## config.mk

```make
export PLATFORM = sky130hd
export DESIGN_NAME = esfa_cell_pipe
export DESIGN_NICKNAME = d
export VERILOG_FILES = /design/src/rtl/esfa_cell_pipe.sv
export SDC_FILE = /design/constraint.sdc
export NUM_CORES = 1
export LEC_CHECK = 0
export CORE_ASPECT_RATIO = 2
export CORE_MARGIN = 5
export CORE_UTILIZATION = 55
export CTS_CLUSTER_DIAMETER = 150
export DETAILED_ROUTE_END_ITERATION = 16
export MAX_ROUTING_LAYER = met4
export PLACE_DENSITY = 0.83
export SYNTH_ARGS = -nofsm -noshare
export SYNTH_HDL_FRONTEND = slang
export SYNTH_SLANG_ARGS = --single-unit
```

## constraint.sdc

```tcl
create_clock -name clk -period 2.6 [get_ports clk]
set_clock_uncertainty 0.15 [all_clocks]
set_input_delay 0.52 -clock clk [delete_from_list [all_inputs] [get_ports clk]]
set_output_delay 0.52 -clock clk [all_outputs]
set_load 0.005 [all_outputs]
```

## src/rtl/esfa_cell_pipe.sv

```systemverilog
// esfa_cell_pipe -- one element of the ESFA sparse-array cell array.
//
// Stores a single sparse-array element (occupied, code, index, value, rank)
// and executes one operation per accepted request behind valid/ready flow
// control. A request is latched in IDLE, executed in EXEC against the stored
// fields (result taken from the pre-update fields, write committed on the
// same edge), optionally delayed through STAGE, and presented in RESP until
// the consumer takes it. Only one request is ever outstanding.
//
// Ports:
//   clk, rst                  rising-edge clock, synchronous active-high reset
//   req_valid / req_ready     request handshake (ready only while IDLE)
//   req_op, req_wr            opcode and write-commit enable
//   req_handle                array handle compared against the stored code
//   req_index, req_value      element index (range low) and element value
//   req_meta                  rank on CLAIM, range high on RANGE
//   rsp_valid / rsp_ready     response handshake
//   rsp_bool, rsp_value       operation results
//   rsp_context               stored rank at execution time
//   cell_busy, cell_occ       FSM not idle, element occupied
module esfa_cell_pipe #(
   parameter int KEY_W   = 8,
   parameter int DATA_W  = 8,
   parameter int RANK_W  = 8,
   parameter int OUT_REG = 0
) (
   input  logic              clk,
   input  logic              rst,
   input  logic              req_valid,
   output logic              req_ready,
   input  logic [2:0]        req_op,
   input  logic              req_wr,
   input  logic [KEY_W-1:0]  req_handle,
   input  logic [DATA_W-1:0] req_index,
   input  logic [DATA_W-1:0] req_value,
   input  logic [DATA_W-1:0] req_meta,
   output logic              rsp_valid,
   input  logic              rsp_ready,
   output logic              rsp_bool,
   output logic [DATA_W-1:0] rsp_value,
   output logic [RANK_W-1:0] rsp_context,
   output logic              cell_busy,
   output logic              cell_occ
);

   typedef enum logic [1:0] {ST_IDLE, ST_EXEC, ST_STAGE, ST_RESP} state_e;

   typedef enum logic [2:0] {
      OP_NOP, OP_LOOKUP, OP_UPDATE, OP_CLAIM,
      OP_DELETE, OP_RANGE, OP_RERANK, OP_FREE
   } op_e;

   state_e              state_q, state_d;

   // Latched request
   op_e                 op_q, op_d;
   logic                wr_q, wr_d;
   logic [KEY_W-1:0]    handle_q, handle_d;
   logic [DATA_W-1:0]   r_index_q, r_index_d;
   logic [DATA_W-1:0]   r_value_q, r_value_d;
   logic [DATA_W-1:0]   meta_q, meta_d;

   // Stored element
   logic                occ_q, occ_d;
   logic [KEY_W-1:0]    code_q, code_d;
   logic [DATA_W-1:0]   index_q, index_d;
   logic [DATA_W-1:0]   value_q, value_d;
   logic [RANK_W-1:0]   rank_q, rank_d;

   // Optional output stage and response registers
   logic                stg_bool_q, stg_bool_d;
   logic [DATA_W-1:0]   stg_value_q, stg_value_d;
   logic [RANK_W-1:0]   stg_ctx_q, stg_ctx_d;
   logic                rsp_valid_q, rsp_valid_d;
   logic                rsp_bool_q, rsp_bool_d;
   logic [DATA_W-1:0]   rsp_value_q, rsp_value_d;
   logic [RANK_W-1:0]   rsp_ctx_q, rsp_ctx_d;

   logic                own, hit, exec_wr;
   logic                res_bool;
   logic [DATA_W-1:0]   res_value;

   assign own     = occ_q && (code_q == handle_q);
   assign hit     = own && (index_q == r_index_q);
   assign exec_wr = (state_q == ST_EXEC) && wr_q;

   always_comb begin
      // NOTE: every signal gets a default before any branch so no path
      // leaves it unassigned; otherwise synthesis infers a latch.
      state_d     = state_q;
      op_d        = op_q;
      wr_d        = wr_q;
      handle_d    = handle_q;
      r_index_d   = r_index_q;
      r_value_d   = r_value_q;
      meta_d      = meta_q;
      occ_d       = occ_q;
      code_d      = code_q;
      index_d     = index_q;
      value_d     = value_q;
      rank_d      = rank_q;
      stg_bool_d  = stg_bool_q;
      stg_value_d = stg_value_q;
      stg_ctx_d   = stg_ctx_q;
      rsp_valid_d = rsp_valid_q;
      rsp_bool_d  = rsp_bool_q;
      rsp_value_d = rsp_value_q;
      rsp_ctx_d   = rsp_ctx_q;
      res_bool    = 1'b0;
      res_value   = '0;

      // Results always come from the pre-update fields; the write side only
      // takes effect while executing with req_wr set.
      unique case (op_q)
         OP_NOP: ;
         OP_LOOKUP: begin
            res_bool  = hit;
            res_value = hit ? value_q : '0;
         end
         OP_UPDATE: begin
            res_bool  = hit;
            res_value = value_q;
            if (exec_wr && hit) value_d = r_value_q;
         end
         OP_CLAIM: begin
            // A matching code does not make an occupied cell claimable.
            res_bool = !occ_q;
            if (exec_wr && !occ_q) begin
               occ_d   = 1'b1;
               code_d  = handle_q;
               index_d = r_index_q;
               value_d = r_value_q;
               rank_d  = RANK_W'(meta_q);
            end
         end
         OP_DELETE: begin
            res_bool  = own;
            res_value = value_q;
            if (exec_wr && own) occ_d = 1'b0;
         end
         OP_RANGE: begin
            res_bool  = own && (r_index_q <= index_q) && (index_q <= meta_q);
            res_value = index_q;
         end
         OP_RERANK: begin
            res_bool = own;
            if (exec_wr && own && (rank_q != '1)) rank_d = rank_q + 1'b1;
         end
         OP_FREE: res_bool = !occ_q;
      endcase

      unique case (state_q)
         ST_IDLE: begin
            if (req_valid) begin
               op_d      = op_e'(req_op);
               wr_d      = req_wr;
               handle_d  = req_handle;
               r_index_d = req_index;
               r_value_d = req_value;
               meta_d    = req_meta;
               state_d   = ST_EXEC;
            end
         end
         ST_EXEC: begin
            if (OUT_REG != 0) begin
               stg_bool_d  = res_bool;
               stg_value_d = res_value;
               stg_ctx_d   = rank_q;
               state_d     = ST_STAGE;
            end else begin
               rsp_bool_d  = res_bool;
               rsp_value_d = res_value;
               rsp_ctx_d   = rank_q;
               state_d     = ST_RESP;
            end
         end
         ST_STAGE: begin
            rsp_bool_d  = stg_bool_q;
            rsp_value_d = stg_value_q;
            rsp_ctx_d   = stg_ctx_q;
            state_d     = ST_RESP;
         end
         ST_RESP: begin
            // rsp_valid rises one cycle into RESP; rsp_ready is ignored
            // until then, and the handshake returns the cell to IDLE.
            if (!rsp_valid_q) begin
               rsp_valid_d = 1'b1;
            end else if (rsp_ready) begin
               rsp_valid_d = 1'b0;
               state_d     = ST_IDLE;
            end
         end
      endcase
   end

   always_ff @(posedge clk) begin
      // NOTE: non-blocking assignments so every flop samples the values
      // from before this edge, independent of statement order.
      if (rst) begin
         state_q     <= ST_IDLE;
         op_q        <= OP_NOP;
         wr_q        <= 1'b0;
         handle_q    <= '0;
         r_index_q   <= '0;
         r_value_q   <= '0;
         meta_q      <= '0;
         occ_q       <= 1'b0;
         code_q      <= '0;
         index_q     <= '0;
         value_q     <= '0;
         rank_q      <= '0;
         stg_bool_q  <= 1'b0;
         stg_value_q <= '0;
         stg_ctx_q   <= '0;
         rsp_valid_q <= 1'b0;
         rsp_bool_q  <= 1'b0;
         rsp_value_q <= '0;
         rsp_ctx_q   <= '0;
      end else begin
         state_q     <= state_d;
         op_q        <= op_d;
         wr_q        <= wr_d;
         handle_q    <= handle_d;
         r_index_q   <= r_index_d;
         r_value_q   <= r_value_d;
         meta_q      <= meta_d;
         occ_q       <= occ_d;
         code_q      <= code_d;
         index_q     <= index_d;
         value_q     <= value_d;
         rank_q      <= rank_d;
         stg_bool_q  <= stg_bool_d;
         stg_value_q <= stg_value_d;
         stg_ctx_q   <= stg_ctx_d;
         rsp_valid_q <= rsp_valid_d;
         rsp_bool_q  <= rsp_bool_d;
         rsp_value_q <= rsp_value_d;
         rsp_ctx_q   <= rsp_ctx_d;
      end
   end

   assign req_ready   = (state_q == ST_IDLE);
   assign cell_busy   = (state_q != ST_IDLE);
   assign cell_occ    = occ_q;
   assign rsp_valid   = rsp_valid_q;
   assign rsp_bool    = rsp_bool_q;
   assign rsp_value   = rsp_value_q;
   assign rsp_context = rsp_ctx_q;

endmodule
```

==> results.py, run 1 <==
metrics = {
    "cts": {
        "cts-root-buf": "clkbuf_16",
        "holdBufCountCts": 0,
        "clock_tree_from_tritoncts": "built",
        "cts-buffers-inserted": 9,
        "clock_sink_count": 89,
        "cts.clk_slew.worst_paths_ns": 0.06,
        "clk_latency_ns": 0.34,
        "postCtsSetupBuffers": 0,
        "cts-htree-levels": 3,
        "cts_repair_resize_count": 0,
        "cts_buffer_depth": 2,
    },
    "worst_setup_path": {
        "r2r-end": "value_q[4]",
        "timing.critical_path.cells": "inv_1 -> ha_1 -> nand2_1 -> or3_4 -> or4_1 -> o21a_1 -> mux2i_1",
        "critPathArrivalTime_ns": 2.42,
        "worst-setup-path-type": "reg2reg",
        "cp_slowest_stage_delay_ns": 0.50,
        "critPathCaptureType": "flop",
        "rr_worst_depth": 7,
        "kind_of_cell_adding_the_most_delay_to_the_critical_path": "simple AND/OR/NAND/NOR gates",
        "required_ns": 2.65,
        "ff2ff_setup_slack_ns": 0.23,
        "crit_slowest_cell": "or4_1",
        "critical_path_start_type": "flop",
        "worst-path-buf-inv": 1,
        "r2r-start": "state_q[1]",
        "worst-path-max-fanout": 8,
    },
    "die": {
        "io-pin-count": 61,
        "fp.dieW_um": 72.5,
        "floorplan.die_area_sq_um": 9790,
        "core-area_sq_um": 7600,
        "rows": 45,
        "start_util": 0.566,
        "floorplan.die.height_um": 135,
    },
    "final_layout": {
        "insertedDiodeCount": 0,
        "layout_commonest_cell": "nand2_1",
        "final_layout_size_suffix_gt1_frac": 0.0605,
        "area_growth_syn_to_layout_pct": 23.2,
        "layout_nets": 652,
        "layout.core_utilization": 0.697,
        "most-common-layout-cells": "nand2_1, dfxtp_1, a21oi_1",
    },
    "global_routing": {
        "grtUsageTotal": 0.230,
        "global_route_wire_length_before_repair_um": 17200,
        "antenna_found_initial": 0,
        "pin_count_of_the_biggest_net_entering_global_routing": 51,
        "grt_remaining_overflow": 0,
        "first_global_vias": 3688,
    },
    "drt": {
        "remaining_drc_errors": 0,
        "firstDrtPassIters": 4,
        "routed_wl_um": 10700,
        "drt_iter0_drc": 237,
        "ant_nets": 0,
        "number_of_vias_after_detailed_routing": 3868,
        "wl_per_cell_um": 15.6,
        "via_per_inst": 5.61,
    },
    "worst_hold_path": {
        "timing.hold.worst.class": "reg2reg",
        "hold_start": "r_value_q[5]",
        "min_delay_path_depth": 2,
        "min_delay_worst_endpoint": "r_value_q[5]",
    },
    "synthesis": {
        "most_area_hungry_cell_type_in_the_yosys_netlist": "dfxtp_1",
        "syn-cell-area_sq_um": 4300,
        "async_reset_ff_frac": 0,
        "synth.yosys.seq_area_share": 0.414,
        "synth.yosys.warnings": 0,
        "yosys.cell_types.count": 45,
        "synthCells": 536,
        "synth_ff_type": "dfxtp_1",
        "avgSynthCellArea_sq_um": 8.02,
        "synth_seq_cells": 89,
        "synth.top_cells.by_area": "dfxtp_1, nand2_1, a21oi_1",
        "synth.net_count": 597,
        "synth_edf_count": 0,
        "synthDominantCellAreaShare": 0.414,
    },
    "timing": {
        "hold_viol": 0,
        "max-slew-margin-rel": 0.601,
        "timing.final.crit_period_ns": 2.37,
        "finalSetupViolations": 0,
        "setup-tns-final_ns": 0,
        "clock.fmax_mhz": 423,
        "worst_pin_slew_ns": 0.596,
        "rsz0062_at_grt": "no",
        "finalCritPeriodShare": 0.910,
        "timing.final.ws_setup_ns": 0.234,
        "slew_viol_final": 0,
    },
    "pwr": {
        "power_density_nw_per_um2": 619,
        "irDropWorstVdd_uv": 546,
        "power.leakage_nw": 2.01,
    },
    "placement": {
        "io_buffer_count": 60,
        "dpl_worst_slack_ns": 0.275,
        "detailedPlacementHpwl_um": 7840,
        "finalWeightedCongestion": 1.02,
    },
    "flow_run": {
        "max-cap-violations": 0,
    },
    "status": {
        "outcome": "completed",
    },
}
## where the power goes
part	switching, mW	internal (mW)
sequential	0.0553	1.42
clock	0.497	0.792
combinational	0.278	0.235
total	0.831	2.45
## worst max path at each step
stage | start | endpoint | slack [ns] | depth (start not counted)
final | state_q[1] | value_q[4] | 0.23 | 7
after global routing | index_q[5] | rsp_value[4] | 0.08 | 8
after CTS | state_q[1] | value_q[4] | 0.24 | 7
after detailed placement | state_q[1] | value_q[4] | 0.28 | 7
after global placement | state_q[1] | value_q[0] | 0.32 | 7
after floorplan | state_q[1] | value_q[0] | 0.49 | 8
## registers in the layout, indices dropped and copies added (netlist names)
register,flops
code_q,8
handle_q,8
index_q,8
meta_q,8
r_index_q,8
r_value_q,8
rank_q,8
rsp_context,8
rsp_value,8
value_q,8
op_q,3
state_q,2
cell_occ,1
rsp_bool,1
rsp_valid,1
wr_q,1
## metal layers
layer / GRT usage / up-vias / routed length (um)
li1: - / 1948 / -
met1: 0.236 / 1798 / 3980
met2: 0.416 / 100 / 5940
met3: 0.0283 / 22 / 420
met4: 0.120 / 0 / 390
met5: - / - / 0
## worst reg2reg max path, stage by stage, from the launching register on
cell     delay (ns)
dfxtp_1        0.34
inv_1          0.09
ha_1           0.15
nand2_1        0.10
or3_4          0.35
or4_1          0.50
o21a_1         0.36
mux2i_1        0.19
## final cells by class
type / count / area (sq um)
inverters: 22 / 82.6
fillers: 615 / 2300
well taps: 94 / 118
repair buffers: 76 / 716
multi-input cells: 393 / 2300
clock inverters: 2 / 37.5
clock buffers: 13 / 260
flip-flops and latches: 89 / 1780
## synth_stat cells, drive strengths merged (3+ instances only)
library cell / instances
inv: 22
o21ai: 14
nand4: 7
nand3b: 11
nand2: 122
dfxtp: 89
nor3: 9
o211ai: 4
o31ai: 4
nor4: 3
ha: 21
nand3: 13
mux2i: 10
a21o: 8
nand2b: 28
xor2: 7
a211o: 4
buf: 3
nand4b: 7
and3: 4
a22oi: 8
clkbuf: 29
nor2: 7
a21oi: 76
and2: 8
## through the flow
stage | power (mW) | cells | cell area, sq um | hold slack, ns
detailed placement | 2.01 | 674 | 5000 | 0.298
finish | 3.28 | 689 | 5300 | 0.304
global route | 3.42 | 689 | 5300 | 0.326
CTS | 3.30 | 689 | 5300 | 0.306
floorplan | 1.81 | 536 | 4300 | 0.287
global placement | 2.00 | 674 | 5000 | 0.294
## logic make-up (layout without fill, tap and decap cells)
logic type	count (synthesis)	count (layout)	share of synthesized area
buf+inv	54	113	0.0501
mux	10	10	0.0233
compound gates	126	126	0.170
xor+xnor	9	9	0.0183
simple gates	227	227	0.263
fa+ha+maj	21	21	0.0611
flops	89	89	0.414
Note: power is estimated with default switching activity, not from simulation.
==> run 2: changes to the inputs <==
- PLACE_DENSITY: 0.83 -> 0.84
- clock period: 2.6 -> 2.48 ns (I/O delays scaled with it)
==> results.py, run 2 (synthesized netlist as in run 1, its figures left out) <==
metrics = {
    "status": {
        "outcome": "completed",
    },
    "global_routing": {
        "antenna_found_initial": 0,
        "first_global_vias": 3873,
        "pin_count_of_the_biggest_net_entering_global_routing": 47,
        "grtUsageTotal": 0.239,
        "grt_remaining_overflow": 0,
        "global_route_wire_length_before_repair_um": 17900,
    },
    "drt": {
        "via_per_inst": 5.70,
        "ant_nets": 0,
        "wl_per_cell_um": 15.7,
        "firstDrtPassIters": 5,
        "number_of_vias_after_detailed_routing": 3953,
        "routed_wl_um": 10900,
        "drt_iter0_drc": 201,
        "remaining_drc_errors": 0,
    },
    "timing": {
        "rsz0062_at_grt": "no",
        "max-slew-margin-rel": 0.600,
        "clock.fmax_mhz": 423,
        "slew_viol_final": 0,
        "timing.final.crit_period_ns": 2.36,
        "finalCritPeriodShare": 0.953,
        "worst_pin_slew_ns": 0.597,
        "setup-tns-final_ns": 0,
        "timing.final.ws_setup_ns": 0.115,
        "hold_viol": 0,
        "finalSetupViolations": 0,
    },
    "pwr": {
        "power.leakage_nw": 2.05,
        "power_mw": 3.57,
        "irDropWorstVdd_uv": 487,
        "power_density_nw_per_um2": 665,
    },
    "placement": {
        "detailedPlacementHpwl_um": 8130,
        "finalWeightedCongestion": 0.889,
        "io_buffer_count": 60,
        "dpl_worst_slack_ns": 0.103,
    },
    "worst_setup_path": {
        "required_ns": 2.54,
        "worst-path-max-fanout": 8,
        "worst-setup-path-type": "reg2reg",
        "crit_slowest_cell": "or4_1",
        "critPathArrivalTime_ns": 2.42,
        "critical_path_start_type": "flop",
        "worst-path-buf-inv": 1,
        "timing.critical_path.cells": "inv_1 -> ha_1 -> nand2_1 -> or3_4 -> or4_1 -> o21a_1 -> mux2i_1",
        "critPathCaptureType": "flop",
        "kind_of_cell_adding_the_most_delay_to_the_critical_path": "simple AND/OR/NAND/NOR gates",
        "rr_worst_depth": 7,
        "cp_slowest_stage_delay_ns": 0.51,
        "critical_path_depth": 7,
    },
    "die": {
        "core-area_sq_um": 7600,
        "io-pin-count": 61,
        "floorplan.die_area_sq_um": 9790,
        "floorplan.die.height_um": 135,
        "start_util": 0.566,
        "fp.dieW_um": 72.5,
        "rows": 45,
    },
    "cts": {
        "cts.clk_slew.worst_paths_ns": 0.06,
        "cts_buffer_depth": 2,
        "holdBufCountCts": 0,
        "cts-buffers-inserted": 9,
        "clock_sink_count": 89,
        "postCtsSetupBuffers": 0,
        "cts-htree-levels": 3,
        "cts-root-buf": "clkbuf_16",
        "cts_repair_resize_count": 0,
        "clk_latency_ns": 0.34,
        "clock_tree_from_tritoncts": "built",
    },
    "final_layout": {
        "area_growth_syn_to_layout_pct": 24.7,
        "layout.core_utilization": 0.705,
        "final_layout_size_suffix_gt1_frac": 0.0717,
        "layout_commonest_cell": "nand2_1",
        "most-common-layout-cells": "nand2_1, dfxtp_1, a21oi_1",
        "layout_nets": 656,
        "insertedDiodeCount": 0,
    },
    "worst_hold_path": {
        "timing.hold.worst.class": "in2reg",
        "min_delay_path_depth": 2,
    },
    "flow_run": {
        "max-cap-violations": 0,
    },
}
==> run 2: changes by cell type in the layout (fill, tap and decap cells not counted), sizes merged <==
cell    previous run  this run
bufinv             1         2
clkinv             0         2
clkbuf            13        10
inv               22        23
buf               17        21
==> run 2: final timing paths <==
| check | from | to | slack [ns] |
|---|---|---|---|
| max | state_q[1] | value_q[2] | 0.12 |
| min | rst | meta_q[2] | 0.25 |
| max reg2reg | state_q[1] | value_q[2] | 0.12 |
| min reg2reg | r_value_q[1] | r_value_q[1] | 0.31 |
==> run 2: stage by stage <==
| stage | hold WS [ns] | instance area (sq um) | cells |
|---|---|---|---|
| floorplan | 0.287 | 4300 | 536 |
| global placement | 0.296 | 5030 | 678 |
| detailed placement | 0.299 | 5030 | 678 |
| CTS | 0.245 | 5360 | 694 |
| global route | 0.252 | 5360 | 694 |
| finish | 0.247 | 5360 | 694 |
==> run 2: per-layer routing <==
layer | track usage | up-vias | wire length [um]
met5 | - | - | 0
met2 | 0.429 | 100 | 6160
met4 | 0.112 | 0 | 353
met1 | 0.245 | 1871 | 4040
li1 | - | 1957 | -
met3 | 0.0417 | 25 | 379
==> run 2: area by class of cell <==
cell class / instances / area (sq um)
Multi-Input combinational cell: 393 / 2300
Fill cell: 606 / 2240
Sequential cell: 89 / 1780
Timing Repair Buffer: 80 / 746
Clock buffer: 10 / 239
Tap cell: 94 / 118
Clock inverter: 6 / 90.1
Inverter: 22 / 82.6
==> run 2: power by group <==
part	total, mW	internal (mW)	leakage [nW]	switching, mW
Sequential	1.55	1.49	0.722	0.0566
Clock	1.48	0.913	0.159	0.567
Combinational	0.541	0.248	1.17	0.293
==> run 3: changes to the inputs <==
--- a/constraint.sdc
+++ b/constraint.sdc
@@ -4,2 +4,2 @@
 set_output_delay 0.496 -clock clk [all_outputs]
-set_load 0.005 [all_outputs]
+set_load 0.02 [all_outputs]
==> results.py, run 3 (synthesized netlist as in run 1, its figures left out) <==
metrics = {
    "drt": {
        "routed_wl_um": 10500,
        "firstDrtPassIters": 5,
        "remaining_drc_errors": 0,
        "drt_iter0_drc": 288,
        "via_per_inst": 5.68,
        "ant_nets": 0,
        "wl_per_cell_um": 15.2,
        "number_of_vias_after_detailed_routing": 3921,
    },
    "worst_setup_path": {
        "r2r-start": "state_q[1]",
        "critPathCaptureType": "flop",
        "required_ns": 2.53,
        "critical_path_start_type": "flop",
        "worst-setup-path-type": "reg2reg",
        "r2r-end": "value_q[5]",
        "critPathArrivalTime_ns": 2.41,
        "worst-path-max-fanout": 8,
        "rr_worst_depth": 7,
        "ff2ff_setup_slack_ns": 0.12,
    },
    "pwr": {
        "power.leakage_nw": 2.02,
        "power_mw": 3.44,
        "irDropWorstVdd_uv": 534,
        "combinationalPowerShare": 0.160,
        "sw_frac_of_total": 0.255,
        "clock_power_share": 0.391,
        "internal-power_mw": 2.56,
        "p_seq_frac": 0.450,
        "p_switching_mw": 0.877,
        "power_density_nw_per_um2": 648,
    },
    "placement": {
        "place_area_sq_um": 5010,
        "detailedPlacementHpwl_um": 7850,
        "post-place-cells": 675,
        "finalWeightedCongestion": 0.905,
        "io_buffer_count": 60,
        "dpl_worst_slack_ns": 0.140,
    },
    "cts": {
        "cts-htree-levels": 3,
        "clock_tree_from_tritoncts": "built",
        "clock_sink_count": 89,
        "clk_latency_ns": 0.34,
        "cts-root-buf": "clkbuf_16",
        "cts-buffers-inserted": 9,
        "holdBufCountCts": 0,
        "cts_repair_resize_count": 0,
        "postCtsSetupBuffers": 0,
        "cts_buffer_depth": 2,
        "cts.clk_slew.worst_paths_ns": 0.06,
    },
    "global_routing": {
        "use_met3": 0.0402,
        "met2_usage": 0.403,
        "antenna_found_initial": 0,
        "grt-busiest-layer": "met2",
        "global_route_wire_length_before_repair_um": 17400,
        "globalRouteMet1Util": 0.244,
        "grtUsageTotal": 0.231,
        "first_global_vias": 3839,
        "pin_count_of_the_biggest_net_entering_global_routing": 55,
        "grt_remaining_overflow": 0,
    },
    "final_layout": {
        "fill_cells": 635,
        "layout_commonest_cell": "nand2_1",
        "area_growth_syn_to_layout_pct": 23.4,
        "layout_nets": 653,
        "finalNonFillerCells": 690,
        "insertedDiodeCount": 0,
        "final_design_area_no_fill_sq_um": 5300,
        "final_layout_size_suffix_gt1_frac": 0.0638,
        "most-common-layout-cells": "nand2_1, dfxtp_1, a21oi_1",
    },
    "timing": {
        "clock.fmax_mhz": 424,
        "rsz0062_at_grt": "no",
        "setup-tns-final_ns": 0,
        "timing.final.ws_setup_ns": 0.122,
        "slew_viol_final": 0,
        "worst_pin_slew_ns": 0.627,
        "finalCritPeriodShare": 0.951,
        "hold_viol": 0,
        "max-slew-margin-rel": 0.581,
        "finalSetupViolations": 0,
        "timing.final.crit_period_ns": 2.36,
    },
    "die": {
        "floorplan.die.height_um": 135,
        "io-pin-count": 61,
        "core-area_sq_um": 7600,
        "start_util": 0.566,
        "rows": 45,
        "fp.dieW_um": 72.5,
        "floorplan.die_area_sq_um": 9790,
    },
    "worst_hold_path": {
        "min_delay_path_depth": 2,
        "min_delay_worst_endpoint": "r_value_q[4]",
        "timing.hold.worst.class": "reg2reg",
        "hold_start": "r_value_q[4]",
    },
    "flow_run": {
        "max-cap-violations": 0,
    },
    "status": {
        "outcome": "completed",
    },
}
[run 3: changes by cell type in the layout (fill, tap and decap cells not counted), sizes merged]
cell,delta
clkinvlp,-1
bufinv,-1
clkbuf,+2
buf,-3
inv,-1
[run 3: how the worst max path moves through the flow]
stage	from	to	slack [ns]	cells after the start
2_1_floorplan	state_q[1]	value_q[0]	0.37	8
3_3_place_gp	state_q[1]	value_q[5]	0.20	7
3_5_place_dp	state_q[1]	value_q[5]	0.14	7
4_1_cts	state_q[0]	cell_busy	0.11	4
5_1_grt	state_q[1]	value_q[5]	0.001	7
6_report	state_q[1]	value_q[5]	0.12	7
[run 3: final cells by class]
| cell class | count | area [sq um] | share of cell area |
|---|---|---|---|
| sequential | 89 | 1780 | 0.336 |
| multi-input combinational | 393 | 2300 | 0.434 |
| tap | 94 | 118 | 0.0222 |
| clock inverter | 3 | 40.0 | 0.00755 |
| clock buffer | 12 | 256 | 0.0484 |
| timing repair buffer | 77 | 723 | 0.136 |
| inverter | 22 | 82.6 | 0.0156 |
[run 3: worst max-delay path: stages, from the launching register on]
cell and delay (ns):
dfxtp_1 0.34, inv_1 0.09, ha_1 0.15, nand2_1 0.10, or3_4 0.35, or4_1 0.50, o21a_1 0.36, mux2i_1 0.19
[run 3: power groups by stage]
stage	Clock, mW	Sequential [mW]	Combinational, mW
2_1_floorplan	0	1.56	0.357
3_3_place_gp	0	1.57	0.536
3_5_place_dp	0	1.58	0.547
4_1_cts	1.37	1.55	0.551
5_1_grt	1.43	1.55	0.612
6_report	1.34	1.55	0.550
[run 3: per-stage QoR]
step                      hold slack (ns)   util
after floorplan                     0.287      -
after global placement              0.295  0.659
after detailed placement            0.298  0.659
after CTS                           0.306  0.698
after global routing                0.337  0.698
final                               0.308  0.698
[run 3: per-layer routing]
layer,vias up,part of all wire
met1,1843,0.38
met3,30,0.032
met5,-,0
met2,97,0.55
met4,0,0.039
li1,1951,-
